--- config.mk ---
export PLATFORM = sky130hd
export DESIGN_NAME = biset_status_fifo
export DESIGN_NICKNAME = d
export VERILOG_FILES = /design/src/rtl/biset_status_fifo_pkg.sv /design/src/rtl/biset_fifo_core.sv /design/src/rtl/biset_status_fifo.sv
export SDC_FILE = /design/constraint.sdc
export NUM_CORES = 1
export LEC_CHECK = 0
export BUFFER_PORTS_ARGS = -buffer_cell sky130_fd_sc_hd__clkbuf_2
export CAP_MARGIN = 40
export CORE_ASPECT_RATIO = 1.5
export CORE_MARGIN = 8
export CORE_UTILIZATION = 57
export CTS_BUF_LIST = sky130_fd_sc_hd__clkbuf_4
export DETAILED_ROUTE_END_ITERATION = 10
export GPL_TIMING_DRIVEN = 0
export PLACE_DENSITY = 0.82
export SETUP_SLACK_MARGIN = 0.3
export SLEW_MARGIN = 20
export SYNTH_ARGS = -nofsm -noshare
export SYNTH_HDL_FRONTEND = slang
export SYNTH_SLANG_ARGS = --single-unit
--- constraint.sdc ---
create_clock -name clk_i -period 3.46 [get_ports clk_i]
set_input_delay 0.519 -clock clk_i [delete_from_list [all_inputs] [get_ports clk_i]]
set_output_delay 0.519 -clock clk_i [all_outputs]
set_load 0.01 [all_outputs]
--- src/rtl/biset_status_fifo_pkg.sv ---
// biset_status_fifo_pkg: BiSet bus types, the FIFO status-word layout and its
// bit positions. Imported by biset_fifo_core and biset_status_fifo.
package biset_status_fifo_pkg;

  // Status word bit positions (must match the BiSetFifoStatus struct below)
  localparam int COUNT_LSB = 0;
  localparam int EMPTY_BIT = 16;
  localparam int FULL_BIT  = 17;
  localparam int OVF_BIT   = 18;
  localparam int UDF_BIT   = 19;

  // BiSet request as seen by a slave: address plus read/write strobes
  typedef struct packed {
    logic [15:0] addr;
    logic        rd;
    logic        wr;
    logic [31:0] wdata;
  } biSetCtrl;

  // BiSet slave reply; all-zero when idle so replies can be OR-combined
  typedef struct packed {
    logic        valid;
    logic [31:0] data;
  } biSetReply;

  // Status word returned at ADDR+1
  typedef struct packed {
    logic [11:0] rsvd;
    logic        udf;    // bit 19
    logic        ovf;    // bit 18
    logic        full;   // bit 17
    logic        empty;  // bit 16
    logic [15:0] count;  // bits 15:0
  } BiSetFifoStatus;

endpackage

--- src/rtl/biset_fifo_core.sv ---
// biset_fifo_core: generic synchronous circular-buffer FIFO.
// A push while full is accepted only if a pop happens in the same cycle;
// a pop while empty is ignored (no bypass of a same-cycle push).
// Handshake: push_i/pop_i are requests; the core itself decides acceptance
// from the registered count, so callers never need a ready signal.
module biset_fifo_core
  import biset_status_fifo_pkg::*;
#(
  parameter int WIDTH = 32,
  parameter int DEPTH = 4
) (
  input  logic                       clk_i,
  input  logic                       rst_i,
  input  logic                       push_i,
  input  logic                       pop_i,
  input  logic [WIDTH-1:0]           wdata_i,
  output logic [WIDTH-1:0]           rdata_o,
  output logic [$clog2(DEPTH):0]     count_o,
  output logic                       full_o,
  output logic                       empty_o
);

  localparam int PW = $clog2(DEPTH);
  localparam int CW = PW + 1;

  logic [WIDTH-1:0] mem_q [DEPTH];
  logic [WIDTH-1:0] mem_d [DEPTH];
  logic [PW-1:0]    wr_ptr_q, wr_ptr_d;
  logic [PW-1:0]    rd_ptr_q, rd_ptr_d;
  logic [CW-1:0]    count_q, count_d;
  logic             full_q, full_d;
  logic             push_ok, pop_ok;

  assign empty_o = (count_q == '0);
  assign pop_ok  = pop_i && !empty_o;
  // A pop in the same cycle frees the slot, so a full FIFO still accepts
  assign push_ok = push_i && (!full_q || pop_ok);

  // Next-state pointers, count and storage
  always_comb begin
    mem_d    = mem_q;
    wr_ptr_d = wr_ptr_q;
    rd_ptr_d = rd_ptr_q;
    count_d  = count_q;
    if (push_ok) begin
      mem_d[wr_ptr_q] = wdata_i;
      wr_ptr_d        = wr_ptr_q + 1'b1;
    end
    if (pop_ok) begin
      rd_ptr_d = rd_ptr_q + 1'b1;
    end
    case ({push_ok, pop_ok})
      2'b10:   count_d = count_q + 1'b1;
      2'b01:   count_d = count_q - 1'b1;
      default: count_d = count_q;
    endcase
    full_d = (count_d == CW'(DEPTH));
  end

  // Control state registers with synchronous active-low reset
  always_ff @(posedge clk_i) begin
    if (!rst_i) begin
      wr_ptr_q <= '0;
      rd_ptr_q <= '0;
      count_q  <= '0;
      full_q   <= 1'b0;
    end else begin
      wr_ptr_q <= wr_ptr_d;
      rd_ptr_q <= rd_ptr_d;
      count_q  <= count_d;
      full_q   <= full_d;
    end
  end

  // Storage array; contents are only observed when count > 0, so no reset
  always_ff @(posedge clk_i) begin
    mem_q <= mem_d;
  end

  assign rdata_o = mem_q[rd_ptr_q];
  assign count_o = count_q;
  assign full_o  = full_q;

endmodule

--- src/rtl/biset_status_fifo.sv ---
// biset_status_fifo: captures val_i into a DEPTH-entry FIFO on update_i and
// exposes it on the BiSet bus. ADDR reads pop the head, ADDR+1 reads the
// status word (count, empty, full, sticky ovf/udf; read-to-clear).
// Optional build macro BISET_STATUS_FIFO_DROPCNT_EN adds a 16-bit saturating
// dropped-push counter at ADDR+2 (read-to-clear).
// Bus handshake: setCtrl_i.rd is a one-cycle read strobe; the reply carries
// valid=1 for exactly one cycle, one cycle later. BiSet writes are ignored.
module biset_status_fifo
  import biset_status_fifo_pkg::*;
#(
  parameter int          ADDR  = 0,
  parameter int          WIDTH = 32,
  parameter int          DEPTH = 4,
  parameter logic [31:0] RESET = 32'h0
) (
  input  logic             clk_i,
  input  logic             rst_i,
  input  logic [WIDTH-1:0] val_i,
  input  logic             update_i,
  output logic             event_o,
  output logic             full_o,
  input  biSetCtrl         setCtrl_i,
  output biSetReply        setReply_o
);

  localparam int CW = $clog2(DEPTH) + 1;

  logic             rd_data, rd_stat, rd_drop;
  logic [WIDTH-1:0] head;
  logic [CW-1:0]    count;
  logic             fifo_full, fifo_empty;
  logic             ovf_set, udf_set;
  logic             ovf_q, ovf_d;
  logic             udf_q, udf_d;
  logic             event_q, event_d;
  biSetReply        reply_q, reply_d;
  BiSetFifoStatus   status_w;
  logic [31:0]      drop_word;
  logic             unused_ctrl;

  // Writes carry nothing this block uses
  assign unused_ctrl = ^{setCtrl_i.wr, setCtrl_i.wdata};

  assign rd_data = setCtrl_i.rd && (setCtrl_i.addr == 16'(ADDR));
  assign rd_stat = setCtrl_i.rd && (setCtrl_i.addr == 16'(ADDR + 1));

  biset_fifo_core #(
    .WIDTH (WIDTH),
    .DEPTH (DEPTH)
  ) u_core (
    .clk_i   (clk_i),
    .rst_i   (rst_i),
    .push_i  (update_i),
    .pop_i   (rd_data),
    .wdata_i (val_i),
    .rdata_o (head),
    .count_o (count),
    .full_o  (fifo_full),
    .empty_o (fifo_empty)
  );

  // Overflow only when full and no same-cycle pop frees a slot
  assign ovf_set = update_i && fifo_full && !rd_data;
  assign udf_set = rd_data && fifo_empty;

`ifdef BISET_STATUS_FIFO_DROPCNT_EN
  logic [15:0] drop_cnt_q, drop_cnt_d;

  assign rd_drop   = setCtrl_i.rd && (setCtrl_i.addr == 16'(ADDR + 2));
  assign drop_word = 32'(drop_cnt_q);

  // Saturating drop counter; a read clears it, a drop in the read cycle counts as 1
  always_comb begin
    drop_cnt_d = drop_cnt_q;
    if (rd_drop) begin
      drop_cnt_d = ovf_set ? 16'd1 : 16'd0;
    end else if (ovf_set && (drop_cnt_q != 16'hFFFF)) begin
      drop_cnt_d = drop_cnt_q + 16'd1;
    end
  end

  // Drop counter register
  always_ff @(posedge clk_i) begin
    if (!rst_i) drop_cnt_q <= '0;
    else        drop_cnt_q <= drop_cnt_d;
  end
`else
  assign rd_drop   = 1'b0;
  assign drop_word = 32'h0;
`endif

  // Status word from current (pre-update) state
  always_comb begin
    status_w       = '0;
    status_w.count = 16'(count);
    status_w.empty = fifo_empty;
    status_w.full  = fifo_full;
    status_w.ovf   = ovf_q;
    status_w.udf   = udf_q;
  end

  // Sticky flags, empty->non-empty event and the next bus reply
  always_comb begin
    ovf_d   = (ovf_q && !rd_stat) || ovf_set;
    udf_d   = (udf_q && !rd_stat) || udf_set;
    event_d = update_i && fifo_empty;
    reply_d = '0;
    if (rd_data) begin
      reply_d.valid = 1'b1;
      reply_d.data  = fifo_empty ? RESET : 32'(head);
    end else if (rd_stat) begin
      reply_d.valid = 1'b1;
      reply_d.data  = status_w;
    end else if (rd_drop) begin
      reply_d.valid = 1'b1;
      reply_d.data  = drop_word;
    end
  end

  // Registered flags, event and reply; reset dominates
  always_ff @(posedge clk_i) begin
    if (!rst_i) begin
      ovf_q   <= 1'b0;
      udf_q   <= 1'b0;
      event_q <= 1'b0;
      reply_q <= '0;
    end else begin
      ovf_q   <= ovf_d;
      udf_q   <= udf_d;
      event_q <= event_d;
      reply_q <= reply_d;
    end
  end

  assign event_o    = event_q;
  assign full_o     = fifo_full;
  assign setReply_o = reply_q;

endmodule

-- Word level (Yosys, flattened, before mapping)
Index checks and enable logic that the tools add are counted.
- register bits: 172
- memories: 0
- bits of input ports: 85
- memory bits (writable): 0
- output and inout port bits: 35
- bits in read-only memories: 0
- word-level logic and storage cells: 56
- bits in latches: 0
- multiply operators: 0
- shifts and indexed selects: 0
- reduce and logical (&&, ||, !) cells: 20
- bitwise operators: 2
- magnitude comparators: 3
- divide/modulo/power cells: 0
- equality and inequality tests: 4
- muxes and demuxes: 10
- $add $sub $neg: 4
- operator list (kind ; count):
    128-bit bitwise mux ; 1
    32-bit 2-to-1 mux ; 4
    33-bit 2-to-1 mux ; 2
    32-bit binary-select mux with 2-bit select ; 1
    32-bit demux with 2-bit select ; 1
    16-bit by 1-bit equality test with 1-bit output (second input constant) ; 1
    16-bit zero test ; 1
    1-bit logical AND ; 11
    3-bit greater-or-equal comparator (second input constant) ; 2
    2-bit inverter with 3-bit output ; 2
    3-bit one-hot mux with 2 select lines ; 1
    2-bit by 1-bit adder with 2-bit output (second input constant) ; 2
    1-bit zero test ; 4
    3-bit by 1-bit adder with 3-bit output (second input constant) ; 1
    3-bit equality test (second input constant) ; 1
    3-bit zero test ; 1
    1-bit logical OR ; 3
    3-bit by 1-bit < comparator with 1-bit output (second input constant) ; 1
    3-bit by 1-bit subtractor with 3-bit output (second input constant) ; 1
    2-bit by 1-bit equality test with 1-bit output (second input constant) ; 1
    2-bit equality test (second input constant) ; 1

-- Depth between registers and ports, before layout
Gate-level depths: netlist of run 1.
- depth after elaboration: 8
- mapped depth: 12
- depth with buffers taken out: 11

-- By module
A second synthesis of run 1 with hierarchy kept.
- cells, all modules: 320
- area total of the unflattened synthesis: 6243.5 um^2
- by module, submodules not included (module ; cells an instance ; sequential area each (um^2) ; instances ; area each (um^2)):
    biset_fifo_core ; 220 ; 4003.8 ; 1 ; 5116.2
    biset_status_fifo ; 100 ; 720.7 ; 1 ; 1127.3

-- Worst setup path before layout of run 1
Ideal clock, no wire load.
- kind: input -> register
- from: input port setCtrl_i[35] (netlist name)
- to: register u_core.mem_q[0] (netlist name) (enable)
- stages: 4
- arrival time: 2.182 ns
- data required time: 3.068 ns
- buffers on the path: 0
- setup time: 0.392 ns
- path slack: 0.886 ns
- cell sequence: nor4b_4 > nand4_1 > o31ai_4 > and2_1
- word-level cells in the longest chain between the ends: 5
- RTL lines (element ; line ; source):
    start, declared ; biset_status_fifo.sv:22 ; input biSetCtrl setCtrl_i,
    16-bit zero test ; biset_status_fifo.sv:44 ; assign rd_data = setCtrl_i.rd && (setCtrl_i.addr == 16'(ADDR));
    1-bit logical AND ; biset_status_fifo.sv:44 ;
    1-bit logical AND ; biset_fifo_core.sv:35 ; assign pop_ok = pop_i && !empty_o;
    1-bit logical OR ; biset_fifo_core.sv:37 ; assign push_ok = push_i && (!full_q || pop_ok);
    1-bit logical AND ; biset_fifo_core.sv:37 ;
    end signal, assigned ; biset_fifo_core.sv:77 ; mem_q <= mem_d;
    end, declared ; biset_fifo_core.sv:26 ; logic [WIDTH-1:0] mem_q [DEPTH];
No other way between the ends.
A chain may end at the register's enable or synchronous reset.

-- Worst setup path in the final report of run 1
- from: register u_core.count_q[0] (netlist: u_core.count_o[0])
- to: register u_core.full_q (netlist: u_core.full_o)
- word-level cells in the longest chain between the ends: 8
- elaborated cells between the ends (all ways): 11
- classes of those cells: add/sub: 2; eq/ne: 3; mux: 1; reduce/logical: 5
- RTL lines (element ; line ; source):
    start, declared ; biset_fifo_core.sv:30 ; logic [CW-1:0] count_q, count_d;
    start signal, assigned ; biset_fifo_core.sv:70 ; count_q <= count_d;
    3-bit zero test ; biset_fifo_core.sv:34 ; assign empty_o = (count_q == '0);
    1-bit zero test ; biset_fifo_core.sv:35 ;
    1-bit logical AND ; biset_fifo_core.sv:35 ;
    1-bit logical OR ; biset_fifo_core.sv:37 ;
    1-bit logical AND ; biset_fifo_core.sv:37 ;
    2-bit by 1-bit equality test with 1-bit output or 2-bit equality test (tied branches) ; biset_fifo_core.sv:52 ; case ({push_ok, pop_ok})
    3-bit one-hot mux with 2 select lines (*) ; biset_fifo_core.sv:52 ;
    3-bit equality test (*) ; biset_fifo_core.sv:57 ; full_d = (count_d == CW'(DEPTH));
    end signal, assigned ; biset_fifo_core.sv:71 ; full_q <= full_d;
    end, declared ; biset_fifo_core.sv:31 ; logic full_q, full_d;
Every way passes the cells marked *; elsewhere a longest branch is shown, timed or not.

==> results of run 1 <==
==> worst max-delay path by stage <==
stage	start	end	slack, ps	cells after the start
2_1_floorplan	setCtrl_i[35]	u_core.mem_q[0]	890	4
3_3_place_gp	setCtrl_i[47]	u_core.mem_q[72]	50	5
3_5_place_dp	setCtrl_i[47]	u_core.full_o	610	11
4_1_cts	u_core.count_o[0]	u_core.full_o	840	11
5_1_grt	u_core.count_o[0]	u_core.full_o	690	11
6_report	u_core.count_o[0]	u_core.full_o	850	11
==> through the flow <==
step                      cell area, µm²  util, %  std cells  total power [mW]
final                               7260     66.7        586              3.67
after global routing                7260     66.7        586              3.80
after global placement              6870     63.2        549              2.53
after floorplan                     6260        -        316              2.45
after CTS                           7260     66.7        585              3.69
after detailed placement            6960     64.0        553              2.55
==> where the power goes <==
part           internal [mW]  leakage [nW]  switching (mW)
Combinational         0.0827         0.932           0.105
Sequential              2.29          1.53          0.0225
Clock                  0.521         0.162           0.647
==> synth_stat cells <==
library cell	count
or2_1	1
nand2_1	6
nor4_4	3
o31ai_4	1
and3_2	1
nor4b_4	1
or4_1	2
and2_1	30
nor3_2	2
buf_6	1
nor3_4	1
o21ai_0	3
fa_1	1
buf_4	1
o31ai_1	2
nand4_2	1
and3_1	2
inv_1	11
or3_1	1
dfxtp_1	44
nor2_1	4
nand4_1	2
ha_1	5
clkbuf_1	5
a22o_1	7
xor2_1	3
mux4_2	32
edfxtp_1	128
a21oi_1	4
nand2b_1	2
mux2i_1	3
buf_2	4
clkbuf_2	2
==> flip-flops by register name, summed over array words and instances, names as in the netlist <==
name,flops
u_core.mem_q,128
u_core.count_o,3
ovf_q,1
u_core.full_o,1
udf_q,1
u_core.wr_ptr_q,2
u_core.rd_ptr_q,2
setReply_o,33
event_o,1
==> per-layer routing <==
metal,vias up,GRT usage (%),share of wire [%]
li1,1460,-,-
met1,1587,18.1,37
met2,107,29.0,54
met3,25,5.64,7.1
met4,0,7.57,2.3
met5,-,0,0
==> final cells by class <==
cell class,instances,area share (%)
Buffer,13,0.931
Clock inverter,12,2.02
Tap cell,147,2.53
Inverter,11,0.569
Multi-Input combinational cell,120,19.7
Antenna cell,1,0.0345
Timing Repair Buffer,90,7.03
Sequential cell,172,65.1
Clock buffer,20,2.07
==> cells in the final DEF (no fill, tap or decap), drive strengths merged, types with 5 or more instances in the layout <==
| cell | synthesis | final |
|---|---|---|
| clkinv | 0 | 7 |
| buf | 6 | 10 |
| edfxtp | 128 | 128 |
| and2 | 30 | 30 |
| ha | 5 | 5 |
| dfxtp | 44 | 44 |
| clkbuf | 7 | 113 |
| a22o | 7 | 7 |
| mux4 | 32 | 32 |
| inv | 11 | 12 |
| nand2 | 6 | 6 |
==> kinds of logic (layout without fill, tap and decap cells) <==
logic type                 Yosys count  in the layout  share of synthesized area (%)
DFF                                172            172                           75.5
and+or+nand+nor                     59             59                           6.94
muxes                               35             35                           12.0
buffers and inverters               24            146                           1.74
AOI/OAI and AO/OA                   17             17                           2.12
adders and majority gates            6              6                           1.32
xor gates and xnor gates             3              3                          0.420
other                                0              1                              0
==> critical path, cell delays in order, from the launching register on <==
cell	delay, ps
dfxtp_1	490
nor3_2	110
or2_1	250
buf_6	150
o31ai_4	360
inv_1	80
ha_1	230
inv_1	90
fa_1	420
nand2b_1	100
mux2i_1	70
and3_1	180
==> flow_metrics.env, run 1 <==
export IMPL_overflow=0
export IMPL_cts_max_path_buffers=2
export IMPL_syn_area_um2=6260
export IMPL_rows=47
export IMPL_regArea_um2=4720
export IMPL_synth_seq_cells=172
export IMPL_num_nets_final=516
export IMPL_ant_nets=0
export IMPL_hold_depth=1
export IMPL_timing_rr_end="u_core.full_o"
export IMPL_post_cts_resize_count=0
export IMPL_r2r_cells=11
export IMPL_cts_tree="built"
export IMPL_slew_viol_final=0
export IMPL_worst_setup_path_type="reg2reg"
export IMPL_antenna_found_initial=1
export IMPL_drcViolationCount=0
export IMPL_fmax_ghz=0.383
export IMPL_arrival_ps=3060
export IMPL_grt_max_degree=25
export IMPL_clockRootBuffer="clkbuf_4"
export IMPL_finalHoldViolCount=0
export IMPL_syn_inst=316
export IMPL_p_leak_nw=2.62
export IMPL_dp_hpwl_um=7510
export IMPL_tightest_slew_ps=649
export IMPL_wire_per_inst_um=19.4
export IMPL_slew_limit_headroom_pct=56.7
export IMPL_vias_per_cell=5.42
export IMPL_worst_slack_ps=850
export IMPL_wl_um=11400
export IMPL_detail_route_first_pass_iterations=4
export IMPL_core_um2=10900
export IMPL_setup_violations=0
export IMPL_pwr_density_cell_nw_per_um2=506
export IMPL_min_period_ps=2610
export IMPL_netlist_top_cells_area="edfxtp_1 61%, dfxtp_1 14%, mux4_2 12%"
export IMPL_syn2layout_area_growth_pct=16.0
export IMPL_synth_nets=407
export IMPL_die_w_um=102
export IMPL_r2r_slack_ps=850
export IMPL_status="finished, final reports clean"
export IMPL_holdWs_ps=182
export IMPL_min_period_over_period_pct=75.4
export IMPL_start_util_pct=57.5
export IMPL_synth_top_area_cell="edfxtp_1"
export IMPL_port_buffer_count=86
export IMPL_fillerInstances=738
export IMPL_hold_buffers=0
export IMPL_multi_input_area_um2=1430
export IMPL_yosysWarnings=0
export IMPL_r2r_start="u_core.count_o[0]"
export IMPL_rsz0062_at_grt="no"
export IMPL_skew_ps=14.8
export IMPL_hp_start="val_i[1]"
export IMPL_maxCapViolations=0
export IMPL_synth_avg_cell_area_um2=19.8
export IMPL_post_place_ws_ps=605
export IMPL_gp_congestion=0.766
export IMPL_drt_iter0_drc=150
export IMPL_hold_path_class="in2reg"
export IMPL_grtUsageTotal_pct=16.8
export IMPL_required_ps=3920
export IMPL_die_area_um2=14700
export IMPL_ys_seq_area_share_pct=75.5
export IMPL_first_global_vias=3386
export IMPL_ioPinCount=120
export IMPL_ir_drop_mv=0.340
export IMPL_crit_path_start_kind="register"
export IMPL_vias=3179
export IMPL_endpoint_kind="register"
export IMPL_synth_top_area_share_pct=61.4
export IMPL_clkSinkCount=172
export IMPL_hold_end="u_core.mem_q[97]"
export IMPL_drive_gt1_share_pct=39.7
export IMPL_post_cts_buffers=0
export IMPL_cts_buffers=17
export IMPL_worstSkewPairLatency_ps=540
export IMPL_h_tree_depth=4
export IMPL_grt_pass1_wl_um=17700
export IMPL_synth_cell_types=33
export IMPL_setup_tns_ps=0
export IMPL_critPathMaxFanout=7
export IMPL_die_h_um=144
export IMPL_clkSlewWorstSetupHoldPaths_ps=140
Power figures use the tool's default switching activity.
==> inputs of run 2 (changes only) <==
- CORE_UTILIZATION: 57 -> 51
- PLACE_DENSITY: 0.82 -> 0.77
- clock period: 3.46 -> 2.3 ns (I/O delays scaled with it)
==> run 2 against run 1 <==
  * Hold slack worse by 110 ps
  * Combinational power up 110%
  * Final area up 7.1%
  * Critical path depth up 1
  * Worst setup slack worse by 790 ps
  * Clock skew down 2.0 ps
  * Final cell count up 9.9%
  * Count of clock-buffer cells in the layout down 3
  * Sequential power up 50%
  * Clock power up 35%
==> flow_metrics.env, run 2 (synthesis gave the netlist of run 1 again) <==
export IMPL_required_ps=2790
export IMPL_dp_cells=559
export IMPL_cts_buffers=17
export IMPL_status="finished, final reports clean"
export IMPL_cts_tree="built"
export IMPL_hold_end="ovf_q"
export IMPL_path_buf_inv=3
export IMPL_drive_gt1_share_pct=41.4
export IMPL_pwr_density_cell_nw_per_um2=702
export IMPL_finalHoldViolCount=0
export IMPL_antenna_found_initial=1
export IMPL_fmax_ghz=0.446
export IMPL_worstPathCellList="nor3_4 > or2_1 > buf_6 > o31ai_4 > inv_1 > ha_2 > inv_2 > fa_2 > xor2_1 > nor2_1 > xor2_1 > and3_1"
export IMPL_tightest_slew_ps=608
export IMPL_drt_iter0_drc=137
export IMPL_start_util_pct=52.1
export IMPL_wire_per_inst_um=18.4
export IMPL_hp_start="update_i"
export IMPL_largest_register="u_core.mem_q"
export IMPL_fillerInstances=878
export IMPL_ir_drop_mv=0.412
export IMPL_ioPinCount=120
export IMPL_slowest_stage="dfxtp_4"
export IMPL_core_um2=12000
export IMPL_final_common_cell="edfxtp_1"
export IMPL_clkPwrFrac_pct=29.0
export IMPL_worstSkewPairLatency_ps=540
export IMPL_worst_setup_path_type="reg2reg"
export IMPL_cpMostUsedCell="xor2_1"
export IMPL_first_global_vias=3558
export IMPL_rows=49
export IMPL_min_period_ps=2240
export IMPL_r2r_cells=12
export IMPL_clkSlewWorstSetupHoldPaths_ps=140
export IMPL_hold_depth=3
export IMPL_gp_congestion=0.744
export IMPL_h_tree_depth=4
export IMPL_die_w_um=106
export IMPL_syn2layout_area_growth_pct=24.2
export IMPL_p_leak_nw=2.86
export IMPL_regArea_um2=4740
export IMPL_seq_power_share_pct=63.8
export IMPL_setup_violations=0
export IMPL_critPathMaxFanout=5
export IMPL_port_buffer_count=86
export IMPL_clockRootBuffer="clkbuf_4"
export IMPL_grtUsageTotal_pct=15.2
export IMPL_skew_ps=12.8
export IMPL_grt_pass1_wl_um=18300
export IMPL_slew_limit_headroom_pct=59.5
export IMPL_largest_register_ffs=128
export IMPL_crit_path_start_kind="register"
export IMPL_path_delay_family="simple AND/OR/NAND/NOR gates"
export IMPL_layoutNonFillerInstCount=644
export IMPL_drcViolationCount=0
export IMPL_r2r_start="u_core.count_o[0]"
export IMPL_p_switching_mw=1.25
export IMPL_vias_per_cell=5.20
export IMPL_combPwrFrac_pct=7.2
export IMPL_multi_input_area_um2=1450
export IMPL_vias=3349
export IMPL_wl_um=11800
export IMPL_arrival_ps=2740
export IMPL_cts_max_path_buffers=2
export IMPL_detail_route_first_pass_iterations=4
export IMPL_die_h_um=152
export IMPL_die_area_um2=16100
export IMPL_maxCapViolations=0
export IMPL_timing_rr_end="u_core.full_o"
export IMPL_ant_nets=0
export IMPL_dp_hpwl_um=7750
export IMPL_overflow=0
export IMPL_hold_path_class="in2reg"
export IMPL_switching_share_pct=22.9
export IMPL_final_cell_mix="128 x edfxtp_1, 90 x clkbuf_2, 41 x dfxtp_1"
export IMPL_clkSinkCount=172
export IMPL_slowest_delay_ps=390
export IMPL_slew_viol_final=0
export IMPL_min_period_over_period_pct=97.5
export IMPL_endpoint_kind="register"
export IMPL_r2r_slack_ps=60
export IMPL_num_nets_final=568
export IMPL_rsz0062_at_grt="yes"
export IMPL_holdWs_ps=75.4
export IMPL_grt_max_degree=25
export IMPL_intPower_mw=4.21
run 2: cell count changes in the layout (fill, tap and decap cells not counted), sizes merged:
cell,delta
dlygate4sd3,+32
buf,+19
inv,+4
bufinv,-2
clkbuf,-2
clkinvlp,+2
clkinv,-1
run 2: cell type report:
| cell class | count | share of cell area [%] |
|---|---|---|
| Antenna cell | 1 | 0.0322 |
| Buffer | 13 | 0.901 |
| Clock buffer | 17 | 1.64 |
| Clock inverter | 15 | 1.79 |
| Inverter | 11 | 0.531 |
| Multi-Input combinational cell | 120 | 18.6 |
| Sequential cell | 172 | 60.9 |
| Tap cell | 153 | 2.46 |
| Timing Repair Buffer | 142 | 13.1 |
run 2: how the worst max path moves through the flow:
stage | start | endpoint | slack [ps] | depth (start not counted)
floorplan | setCtrl_i[36] | u_core.full_o | 40 | 10
global placement | setCtrl_i[36] | u_core.mem_q[79] | -340 | 5
detailed placement | setCtrl_i[36] | u_core.full_o | -310 | 11
CTS | u_core.count_o[1] | u_core.full_o | 100 | 12
global route | u_core.count_o[0] | u_core.full_o | -60 | 12
finish | u_core.count_o[0] | u_core.full_o | 60 | 12
run 2: worst min-delay path, cell delays in order:
cell	delay, ps
clkbuf_2	110
nand2_1	70
a21oi_1	60
run 2: repair_timing:
| item | in CTS | in global routing |
|---|---|---|
| cloned | 0 | 1 |
| hold buffers | 32 | 0 |
| resized for setup | 12 | 4 |
| pin swaps | 7 | 8 |
| setup buffers | 7 | 12 |
| endpoints found under the setup margin | 132 | 72 |
| hold endpoints to repair | 128 | 0 |
run 2: metal layers:
metal | track usage, % | up-vias | wire length, µm
met2 | 28.0 | 91 | 6730
met4 | 7.84 | 0 | 236
met5 | 0 | - | 0
li1 | - | 1566 | -
met1 | 15.1 | 1672 | 4350
met3 | 4.66 | 20 | 521
run 2: power groups by stage:
stage | registers, mW | logic, mW | clock network (mW)
2_1_floorplan | 3.55 | 0.144 | 0
3_3_place_gp | 3.55 | 0.250 | 0
3_5_place_dp | 3.55 | 0.286 | 0
4_1_cts | 3.48 | 0.356 | 1.62
5_1_grt | 3.49 | 0.425 | 1.76
6_report | 3.48 | 0.394 | 1.58
run 2: metrics by stage:
stage / setup WS [ps] / utilization [%] / setup TNS, ps / total power, mW / area, µm²
2_1_floorplan: 37.6 / - / 0 / 3.69 / 6270
3_3_place_gp: -337 / 57.3 / -42810 / 3.80 / 6890
3_5_place_dp: -312 / 58.1 / -11610 / 3.84 / 6980
4_1_cts: 99.4 / 63.7 / 0 / 5.47 / 7650
5_1_grt: -58.4 / 64.7 / -100 / 5.67 / 7770
6_report: 56.4 / 64.7 / 0 / 5.46 / 7770
==> inputs of run 3 (changes only) <==
- CORE_UTILIZATION: 51 -> 57
- PLACE_DENSITY: 0.77 -> 0.82
- clock period: 2.3 -> 2.1 ns (I/O delays scaled with it)
==> run 3 against run 2 <==
  * Hold slack worse by 22 ps
  * Flip-flop and latch count unchanged
  * Final cell count grew 3.6%
  * Power grew 17%
  * Highest routed layer unchanged
  * Largest cell class unchanged
  * Utilization grew 13 points
  * Sequential power increased by 9.8%
  * The run now ends with negative setup slack left
  * First-iteration DRC count rose by 120%
  * Die area fell by 9.2%
==> flow_metrics.env, run 3 (synthesis gave the netlist of run 1 again) <==
export IMPL_placed_area_um2=6990
export IMPL_regArea_um2=4740
export IMPL_largest_register="u_core.mem_q"
export IMPL_vias_per_cell=5.63
export IMPL_slew_viol_final=0
export IMPL_grt_pass1_wl_um=22600
export IMPL_cts_max_path_buffers=2
export IMPL_grt_max_degree=17
export IMPL_worst_setup_path_type="reg2reg"
export IMPL_rsz0062_at_grt="yes"
export IMPL_pwr_density_cell_nw_per_um2=760
export IMPL_min_period_ps=2370
export IMPL_clkSlewWorstSetupHoldPaths_ps=140
export IMPL_clkSinkCount=172
export IMPL_worstSkewPairLatency_ps=530
export IMPL_wl_um=16100
export IMPL_maxCapViolations=0
export IMPL_gp_congestion=0.752
export IMPL_overflow=0
export IMPL_drive_gt1_share_pct=46.2
export IMPL_wire_per_inst_um=24.1
export IMPL_num_nets_final=597
export IMPL_drt_iter0_drc=301
export IMPL_die_area_um2=14700
export IMPL_stdcell_area_um2=8440
export IMPL_antenna_found_initial=1
export IMPL_violations="negative setup slack"
export IMPL_start_util_pct=57.5
export IMPL_hold_path_class="in2reg"
export IMPL_skew_ps=19.9
export IMPL_crit_path_start_kind="register"
export IMPL_fillerInstances=555
export IMPL_grtUsageTotal_pct=21.6
export IMPL_worst_slack_ps=-266
export IMPL_ant_nets=0
export IMPL_syn2layout_area_growth_pct=34.9
export IMPL_endpoint_kind="register"
export IMPL_port_buffer_count=86
export IMPL_power_mw=6.41
export IMPL_rows=47
export IMPL_die_w_um=102
export IMPL_detail_route_first_pass_iterations=5
export IMPL_h_tree_depth=4
export IMPL_required_ps=2550
export IMPL_setup_violations=61
export IMPL_holdWs_ps=53.1
export IMPL_clockRootBuffer="clkbuf_4"
export IMPL_fmax_ghz=0.423
export IMPL_multi_input_area_um2=1480
export IMPL_cts_tree="built"
export IMPL_core_um2=10900
export IMPL_final_cell_mix="128 x edfxtp_1, 90 x clkbuf_2, 41 x dfxtp_1"
export IMPL_drcViolationCount=0
export IMPL_ioPinCount=120
export IMPL_vias=3754
export IMPL_critPathMaxFanout=4
export IMPL_die_h_um=144
export IMPL_status="complete, but fails checks"
export IMPL_final_common_cell="edfxtp_1"
export IMPL_min_period_over_period_pct=113
export IMPL_finalHoldViolCount=0
export IMPL_cts_buffers=17
export IMPL_slew_limit_headroom_pct=63.7
export IMPL_ir_drop_mv=0.732
export IMPL_post_place_ws_ps=-529
export IMPL_p_leak_nw=3.16
export IMPL_tightest_slew_ps=542
export IMPL_dp_hpwl_um=7670
export IMPL_first_global_vias=3920
export IMPL_largest_register_ffs=128
export IMPL_arrival_ps=2810
[run 3: power by group]
| group | internal, mW | switching (mW) | total (mW) | leakage, nW |
|---|---|---|---|---|
| logic | 0.352 | 0.278 | 0.630 | 1.46 |
| registers | 3.78 | 0.0432 | 3.82 | 1.53 |
| clock network | 0.863 | 1.10 | 1.96 | 0.172 |
[run 3: repair_timing]
action,CTS,global route
hold buffers,32,0
endpoints found under the setup margin,161,163
buffers inserted,30,10
resized for setup,32,25
hold endpoints to repair,128,0
gates cloned,7,2
pin swaps,14,10
[run 3: metrics by stage]
step	setup TNS [ps]	util, %	cells
floorplan	-779	-	316
global placement	-75140	63.3	549
detailed placement	-44680	64.2	553
CTS	-614	75.8	654
global route	-7450	77.6	667
finish	-3360	77.6	667
[run 3: worst max-delay path, stage by stage (launching register included)]
cell     delay, ps
dfxtp_4        390
nor3_4          50
or2_1          220
buf_6          140
o31ai_4        250
inv_2          100
ha_4           180
inv_2          100
fa_2           210
xor2_1         200
nor2_1          90
xor2_1         160
and3_1         190
[run 3: final timing paths]
path                          start            end  slack (ps)  cells past startpoint
setup / recovery  u_core.count_o[2]  u_core.full_o        -270                     12
hold / removal             update_i          ovf_q          50                      3
setup reg to reg  u_core.count_o[2]  u_core.full_o        -270                     12
hold reg to reg               udf_q          udf_q         500                      2
[run 3: final cells by class]
cell class                      count  share of cell area (%)
Sequential cell                   172                    56.1
Timing Repair Buffer              171                    19.2
Multi-Input combinational cell    120                    17.5
Tap cell                          147                    2.18
Clock buffer                       20                    1.78
Clock inverter                     12                    1.70
Buffer                             13                    1.08
Inverter                           11                   0.489
Antenna cell                        1                  0.0296
[run 3: layer usage]
layer	wire length, µm	up-vias	track usage (%)
li1	-	1621	-
met2	8560	208	36.8
met4	743	0	12.1
met5	0	-	0
met3	1080	57	4.48
met1	5710	1868	24.5
